`src/rtl/clk_gen_downsampler.sv`:
```
// clk_gen_downsampler
//   Programmable divider running directly off the raw ring-oscillator clock.
//   Produces a 50%-duty divided clock (clk_r_o) and a one-cycle strobe
//   (toggle_o) marking every edge of that clock. A new half-period ratio is
//   taken over a valid/ready handshake and only becomes active at the end of
//   a full output period (falling edge of clk_r_o), or immediately while the
//   divider is disabled and parked low, so the output never carries a runt.
//
// Ports
//   clk_i          raw oscillator clock
//   async_reset_i  asynchronous reset, active high
//   en_i           run enable; low freezes counter and output
//   val_i          data_i carries a ratio offer
//   data_i         half-period ratio N; output period = 2*(N+1) clk_i cycles
//   ready_o        a ratio can be accepted (no ratio pending)
//   clk_r_o        divided clock, registered
//   toggle_o       registered strobe, high in cycles where clk_r_o just changed

module clk_gen_downsampler #(
    parameter int width_p = 8
) (
    input  logic               clk_i,
    input  logic               async_reset_i,
    input  logic               en_i,
    input  logic               val_i,
    input  logic [width_p-1:0] data_i,
    output logic               ready_o,
    output logic               clk_r_o,
    output logic               toggle_o
);

    localparam logic [width_p-1:0] ctr_one = {{(width_p-1){1'b0}}, 1'b1};

    logic [width_p-1:0] ctr_r;
    logic [width_p-1:0] ctr_n;
    logic [width_p-1:0] ratio_r;
    logic [width_p-1:0] ratio_n;
    logic [width_p-1:0] pend_r;
    logic [width_p-1:0] pend_n;
    logic               pend_v_r;
    logic               pend_v_n;
    logic               clk_n;
    logic               toggle_n;

    logic               terminal;
    logic               accept;
    logic               apply_run;
    logic               apply_idle;

    assign ready_o  = ~pend_v_r;
    assign accept   = val_i & ~pend_v_r;
    assign terminal = (ctr_r == ratio_r);

    // Running: swap ratio only where a high phase ends, so every full output
    // period is built from one ratio.
    assign apply_run  = en_i & terminal & clk_r_o & pend_v_r;
    // Disabled and parked low: no period is in flight, safe to swap now.
    assign apply_idle = ~en_i & ~clk_r_o & pend_v_r;

    // accept needs pend_v_r=0 while either apply needs pend_v_r=1, so the
    // two updates to the pending slot below never collide.
    always_comb begin
        ctr_n    = ctr_r;
        ratio_n  = ratio_r;
        pend_n   = pend_r;
        pend_v_n = pend_v_r;
        clk_n    = clk_r_o;
        toggle_n = 1'b0;

        if (accept) begin
            pend_n   = data_i;
            pend_v_n = 1'b1;
        end

        if (en_i) begin
            if (terminal) begin
                clk_n    = ~clk_r_o;
                ctr_n    = '0;
                toggle_n = 1'b1;
            end else begin
                ctr_n = ctr_r + ctr_one;
            end
        end

        // Counter restarts at zero with the new ratio, so a lower ratio can
        // never leave ctr_r stranded above the terminal value.
        if (apply_run || apply_idle) begin
            ratio_n  = pend_r;
            ctr_n    = '0;
            pend_v_n = 1'b0;
        end
    end

    always_ff @(posedge clk_i or posedge async_reset_i) begin
        if (async_reset_i) begin
            ctr_r    <= '0;
            ratio_r  <= '0;
            pend_r   <= '0;
            pend_v_r <= 1'b0;
            clk_r_o  <= 1'b0;
            toggle_o <= 1'b0;
        end else begin
            ctr_r    <= ctr_n;
            ratio_r  <= ratio_n;
            pend_r   <= pend_n;
            pend_v_r <= pend_v_n;
            clk_r_o  <= clk_n;
            toggle_o <= toggle_n;
        end
    end

endmodule

```
`config.mk`:
```
export PLATFORM = sky130hd
export DESIGN_NAME = clk_gen_downsampler
export DESIGN_NICKNAME = d
export VERILOG_FILES = /design/src/rtl/clk_gen_downsampler.sv
export SDC_FILE = /design/constraint.sdc
export NUM_CORES = 1
export LEC_CHECK = 0
export BUFFER_PORTS_ARGS = -buffer_cell sky130_fd_sc_hd__buf_2
export CORE_ASPECT_RATIO = 0.8
export CORE_MARGIN = 4
export CORE_UTILIZATION = 45
export DETAILED_ROUTE_END_ITERATION = 10
export GPL_TIMING_DRIVEN = 0
export PLACE_DENSITY = 0.72
export SYNTH_ARGS = -nofsm -noshare
export SYNTH_HDL_FRONTEND = slang
export SYNTH_SLANG_ARGS = --single-unit
```
`constraint.sdc`:
```
create_clock -name clk_i -period 2.16 [get_ports clk_i]
set_clock_uncertainty 0.15 [all_clocks]
set_input_delay 0.108 -clock clk_i [delete_from_list [all_inputs] [get_ports clk_i]]
set_output_delay 0.108 -clock clk_i [all_outputs]
set_load 0.02 [all_outputs]
```
==> run_results.csv, run 1 <==
group,metric,value,unit
outcome,outcome,"finished clean",
sta,layout_setup_ws,0.2272,ns
drt,drt_pass1_iterations,4,
yosys,syn_inst,156,
power_and_ir_drop,peakVddDrop,0.7618,mV
sta,worst_pin_slew,1.058,ns
drt,route.detailed.drc,0,
yosys,synth_area_leaders,"dfrtp_1, mux2_2, o311a_1",
clocking,cts_tree,"yes",
grt,grt_max_degree,28,
drt,ant_nets,0,
layout,layout-drive-gt1-share,20.33,%
placement,pre_cts_ws,0.2536,ns
clocking,worst_skew_pair.late_latency,0.28,ns
power_and_ir_drop,leakage,0.7193,nW
clocking,post_cts_buffers,0,
drt,drtIter0Drc,107,
grt,track_usage,19.44,%
grt,grt_pass1_vias,1360,
clocking,cts_max_level,1,
sta,slew_headroom,29.37,%
floorplan,dieArea,4466,um^2
drt,viasPerCell,6.189,
yosys,synth_top_area_share,43.44,%
clocking,cts_max_path_buffers,2,
yosys,synth_warnings,0,
job,drv_cap,0,
yosys,ys_seq_area_share,43.44,%
layout,fillCellCount,283,
layout,syn_to_final_growth,16.17,%
power_and_ir_drop,power_density,1362,nW/um^2
setup_path,worstPathMaxFanout,8,
placement,gp_congestion,0.8402,
floorplan,core,3198,um^2
placement,post_dp_cell_area,1670,um^2
grt,antenna_found_initial,0,
sta,post-route-period-util,89.48,%
drt,vias,1374,
yosys,syn-cell-area,1555,um^2
hold_path,hold_class,"in -> reg",
setup_path,cp-start-kind,"register",
floorplan,pin_count,15,
sta,drv_slew,0,
floorplan,std_cell_rows,18,
sta,rsz0062_at_grt,"false",
setup_path,end_kind,"register",
sta,fin_crit,1.933,ns
sta,fmax,0.5174,GHz
sta,setup_viol,0,
power_and_ir_drop,finalPower,0.002461,W
drt,wl_per_cell,17.50,um
clocking,clock_sinks,27,
setup_path,arrival,1.92,ns
grt,overflow,0,
floorplan,die_h,60.58,um
yosys,synth_cell_types,35,
floorplan,fp.dieW,73.73,um
setup_path,worst_ep_required_time,2.15,ns
yosys,yosys.area.top_type,"dfrtp_1",
clocking,cts_root_buffer,"clkbuf_8",
yosys,syn_nets,169,
placement,hpwl,2641,um
setup_path,worstSetupPathType,"reg -> reg",
sta,hold_viol_final,0,
clocking,numCtsBuffers,3,
placement,io_buffers,13,
layout,num_antenna_cells,0,
yosys,synth_seq_cells,27,
yosys,post_synth.cell_area_avg,9.970,um^2
floorplan,initial_core_util,48.63,%
drt,routed_wl,3886,um
layout,num-nets-final,196,
clocking,path_clk_slew,0.10,ns
sta,finalSetupTns,0,ns
grt,grt_pass1_wl,6665,um
layout,design_area,1807,um^2
sta,hold-worst-slack,0.1523,ns
## routing by layer
| metal | part of all wire, % | up-vias | global-route usage (%) | wire (um) |
|---|---|---|---|---|
| li1 | - | 639 | - | - |
| met4 | 1.3 | 0 | 5.943 | 51 |
| met3 | 6.5 | 6 | 4.305 | 252 |
| met5 | 0 | - | 0 | 0 |
| met2 | 47 | 55 | 30.30 | 1844 |
| met1 | 45 | 674 | 27.23 | 1738 |
## state kept, by name, indices dropped and copies added (netlist names)
signal	count
pend_v_r	1
pend_r	8
ctr_r	8
toggle_o	1
clk_r_o	1
ratio_r	8
## cell type report
class / instances / area [um^2] / area share [%]
inverters: 14 / 52.55 / 2.909
flip-flops and latches: 27 / 675.6 / 37.40
repair buffers: 22 / 155.1 / 8.587
clock inverters: 1 / 5.005 / 0.2770
well taps: 40 / 50.05 / 2.770
clock buffers: 3 / 41.29 / 2.285
multi-input cells: 104 / 770.7 / 42.66
plain buffers: 11 / 56.30 / 3.116
## critical path: stages (launching register included)
cell and delay, ns:
dfrtp_1 0.48, xnor2_1 0.19, nand4_1 0.24, o21ai_1 0.53, o311ai_0 0.19
## synth_stat cells, drive strengths merged
cell type,instances
ha,1
a211oi,7
a2bb2oi,7
o2111ai,1
o311a,8
nor4,2
buf,5
o211ai,7
nor2,2
o311ai,1
nand4,3
nand2,12
nor2b,2
xor2,1
dfrtp,27
clkbuf,6
nand2b,1
o22ai,7
mux2,8
nand3,2
nor3,9
xnor2,9
or3,1
o32a,1
a21oi,2
or4,1
o31ai,2
o21ai,7
inv,14
## worst paths after layout
| kind | start | to | slack (ns) | depth (start not counted) |
|---|---|---|---|---|
| max | ctr_r[5]$_DFFE_PP0P_ | ctr_r[2]$_DFFE_PP0P_ | 0.23 | 4 |
| min in group asynchronous | async_reset_i | pend_r[2]$_DFFE_PP0P_ | 0.47 | 3 |
| min reg2reg | pend_r[7]$_DFFE_PP0P_ | pend_r[7]$_DFFE_PP0P_ | 0.39 | 1 |
| max reg2reg | ctr_r[5]$_DFFE_PP0P_ | ctr_r[2]$_DFFE_PP0P_ | 0.23 | 4 |
| min | en_i | ratio_r[5]$_DFFE_PP0P_ | 0.15 | 4 |
| max in group asynchronous | async_reset_i | ctr_r[5]$_DFFE_PP0P_ | 0.75 | 3 |
## stage by stage
stage          cells  utilization, %
3_3_place_gp     209           52.23
5_1_grt          222           56.49
3_5_place_dp     209           52.23
6_report         222           56.49
4_1_cts          222           56.49
2_1_floorplan    156               -
## kinds of logic after synthesis
group / Yosys count / synth area share (%)
DFF: 27 / 43.44
adders and majority gates: 1 / 0.8044
buffers and inverters: 25 / 6.999
AOI/OAI and AO/OA: 50 / 25.90
muxes: 8 / 5.793
and+or+nand+nor: 35 / 11.42
xor gates and xnor gates: 10 / 5.632
## repair_timing
action	4_1_cts	5_1_grt
gates resized for setup	0	0
hold buffers	9	0
endpoints found under the hold margin	35	0
## report_power, final
part / leakage [nW] / internal [W] / switching (W)
Combinational: 0.358 / 0.000559 / 0.000653
Clock: 0.0255 / 0.000130 / 0.000170
Sequential: 0.336 / 0.000715 / 0.000233
Total: 0.719 / 0.00140 / 0.00106
## cells in the final DEF (no fill, tap or decap), types with 6 or more instances in the layout
cell and instances:
inv_1 13, buf_2 16, mux2_2 8, o311a_1 8
nor3_1 9, xnor2_1 9, o21ai_0 6, a2bb2oi_1 7
dlygate4sd3_1 9, o211ai_1 7, dfrtp_1 27, clkbuf_1 6
nand2_1 12, o22ai_1 7
(Power assumes the default switching activity.)
==> run 2: changes to the inputs <==
--- a/config.mk
+++ b/config.mk
@@ -11,7 +11,7 @@
 export CORE_UTILIZATION = 45
 export DETAILED_ROUTE_END_ITERATION = 10
 export GPL_TIMING_DRIVEN = 0
-export PLACE_DENSITY = 0.72
+export REMOVE_ABC_BUFFERS = 1
 export SYNTH_ARGS = -nofsm -noshare
 export SYNTH_HDL_FRONTEND = slang
 export SYNTH_SLANG_ARGS = --single-unit
==> run_results.csv, run 2 (same netlist as run 1, synthesis figures left out) <==
group,metric,value,unit
outcome,outcome,"finished clean",
layout,layout-drive-gt1-share,23.03,%
floorplan,dieArea,4466,um^2
sta,slew_headroom,31.73,%
layout,top_regs,"ctr_r: 8 flops, pend_r: 8 flops, ratio_r: 8 flops",
placement,hpwl,2430,um
grt,antenna_found_initial,0,
layout,design_area,1837,um^2
sta,setup_viol,0,
setup_path,worstSetupPathType,"reg -> reg",
drt,vias,1350,
clocking,cts_tree,"yes",
sta,worst_pin_slew,1.023,ns
layout,syn_to_final_growth,18.10,%
setup_path,rr_startpoint,"ctr_r[6]$_DFFE_PP0P_",
power_and_ir_drop,seq_power_share,39.9,%
drt,routed_wl,3867,um
sta,drv_slew,0,
power_and_ir_drop,leakage,0.7322,nW
drt,ant_nets,0,
hold_path,hp-start,"en_i",
clocking,clock_sinks,27,
power_and_ir_drop,power_density,1363,nW/um^2
setup_path,worst_ep_required_time,2.18,ns
floorplan,pin_count,15,
drt,drtIter0Drc,134,
setup_path,slowest_delay,0.59,ns
sta,hold_viol_final,0,
layout,num_antenna_cells,0,
setup_path,reg2reg_to,"ratio_r[7]$_DFFE_PP0P_",
setup_path,rr_worst_depth,4,
placement,io_buffers,14,
power_and_ir_drop,p_sw,0.001071,W
drt,viasPerCell,6.193,
grt,track_usage,19.61,%
power_and_ir_drop,p_comb_share,48.1,%
floorplan,initial_core_util,48.63,%
power_and_ir_drop,swShare,42.77,%
power_and_ir_drop,clkPwrFrac,12.0,%
placement,post_dp_cell_area,1624,um^2
setup_path,worstPathMaxFanout,15,
drt,wl_per_cell,17.74,um
layout,layout_common_cells,"dfrtp_1, buf_2, inv_1",
clocking,path_clk_slew,0.10,ns
clocking,cts_max_level,1,
grt,grt_max_degree,28,
clocking,numCtsBuffers,3,
grt,overflow,0,
floorplan,std_cell_rows,18,
setup_path,cp_slowest_cell,"or4_1",
floorplan,die_h,60.58,um
hold_path,hold_class,"in -> reg",
power_and_ir_drop,internal_power,0.001433,W
placement,gp_congestion,0.8324,
setup_path,arrival,2.07,ns
drt,route.detailed.drc,0,
clocking,cts_max_path_buffers,2,
clocking,cts_root_buffer,"clkbuf_8",
grt,grt_pass1_vias,1345,
sta,fin_crit,2.050,ns
sta,fmax,0.4878,GHz
power_and_ir_drop,peakVddDrop,0.6756,mV
layout,layout_commonest_cell,"dfrtp_1",
grt,grt_pass1_wl,6637,um
sta,finalSetupTns,0,ns
hold_path,min_path_cells,3,
drt,drt_pass1_iterations,4,
hold_path,hold_end,"ctr_r[5]$_DFFE_PP0P_",
clocking,worst_skew_pair.late_latency,0.28,ns
sta,rsz0062_at_grt,"false",
layout,num-nets-final,192,
setup_path,reg2reg_slack,0.11,ns
sta,post-route-period-util,94.91,%
floorplan,fp.dieW,73.73,um
setup_path,crit_chain,"xnor2_1, nand4_4, or4_1, o311a_1",
setup_path,cp-start-kind,"register",
job,drv_cap,0,
setup_path,end_kind,"register",
floorplan,core,3198,um^2
==> run 2: how the worst max path moves through the flow <==
| stage | start | end | slack (ns) | depth (start not counted) |
|---|---|---|---|---|
| final | ctr_r[6]$_DFFE_PP0P_ | ratio_r[7]$_DFFE_PP0P_ | 0.11 | 4 |
| after CTS | clk_r_o$_DFFE_PP0P_ | ratio_r[7]$_DFFE_PP0P_ | 0.05 | 4 |
| after floorplan | ctr_r[0]$_DFFE_PP0P_ | ratio_r[5]$_DFFE_PP0P_ | -0.19 | 4 |
| after global placement | ctr_r[5]$_DFFE_PP0P_ | ratio_r[1]$_DFFE_PP0P_ | -0.95 | 4 |
| after global routing | ctr_r[6]$_DFFE_PP0P_ | ratio_r[7]$_DFFE_PP0P_ | 0.03 | 4 |
| after detailed placement | ctr_r[5]$_DFFE_PP0P_ | ratio_r[6]$_DFFE_PP0P_ | -0.51 | 4 |
==> run 2: layout make-up <==
| type | count | area (um^2) |
|---|---|---|
| Clock buffer | 4 | 45.04 |
| Fill cell | 278 | 1361 |
| Inverter | 14 | 52.55 |
| Multi-Input combinational cell | 104 | 794.5 |
| Sequential cell | 27 | 676.9 |
| Tap cell | 40 | 50.05 |
| Timing Repair Buffer | 29 | 217.7 |
==> run 2: worst max-delay path, delay by kind of cell, from the launching register on <==
kind | cells | cell delay [ns]
simple gates | 2 | 0.91
flops | 1 | 0.45
xor+xnor | 1 | 0.30
compound gates | 1 | 0.14
==> run 2: power groups by stage <==
stage	clock, W	combinational (W)	sequential [W]
floorplan	0	0.000848	0.000934
global placement	0	0.00102	0.000999
detailed placement	0	0.00107	0.00100
CTS	0.000305	0.00120	0.000990
global route	0.000328	0.00132	0.00103
finish	0.000300	0.00120	0.00100
==> run 2: layer usage <==
layer,vias to the layer above,GRT usage [%],part of all wire [%]
li1,632,-,-
met1,670,26.45,47
met2,41,32.32,47
met3,7,4.139,4.9
met4,0,5.168,1.2
met5,-,0,0
==> run 2: repair_timing <==
action / CTS / global route
setup endpoints to repair: 19 / 1
hold buffers: 9 / 0
resized for setup: 3 / 1
setup buffers: 6 / 0
pin swaps: 2 / 0
endpoints found under the hold margin: 35 / 0
cloned: 0 / 0
==> run 2: through the flow <==
step                setup slack [ns]  cells  total power (W)  hold slack, ns  util [%]
finish                        0.1099    218         0.002504          0.1513     57.43
global route                 0.03289    218         0.002682          0.1753     57.43
CTS                          0.05464    218         0.002499          0.1420     57.39
detailed placement           -0.5134    199         0.002072          0.1959     50.78
global placement             -0.9453    199         0.002021          0.1890     50.63
floorplan                    -0.1859    145         0.001781         0.01072         -
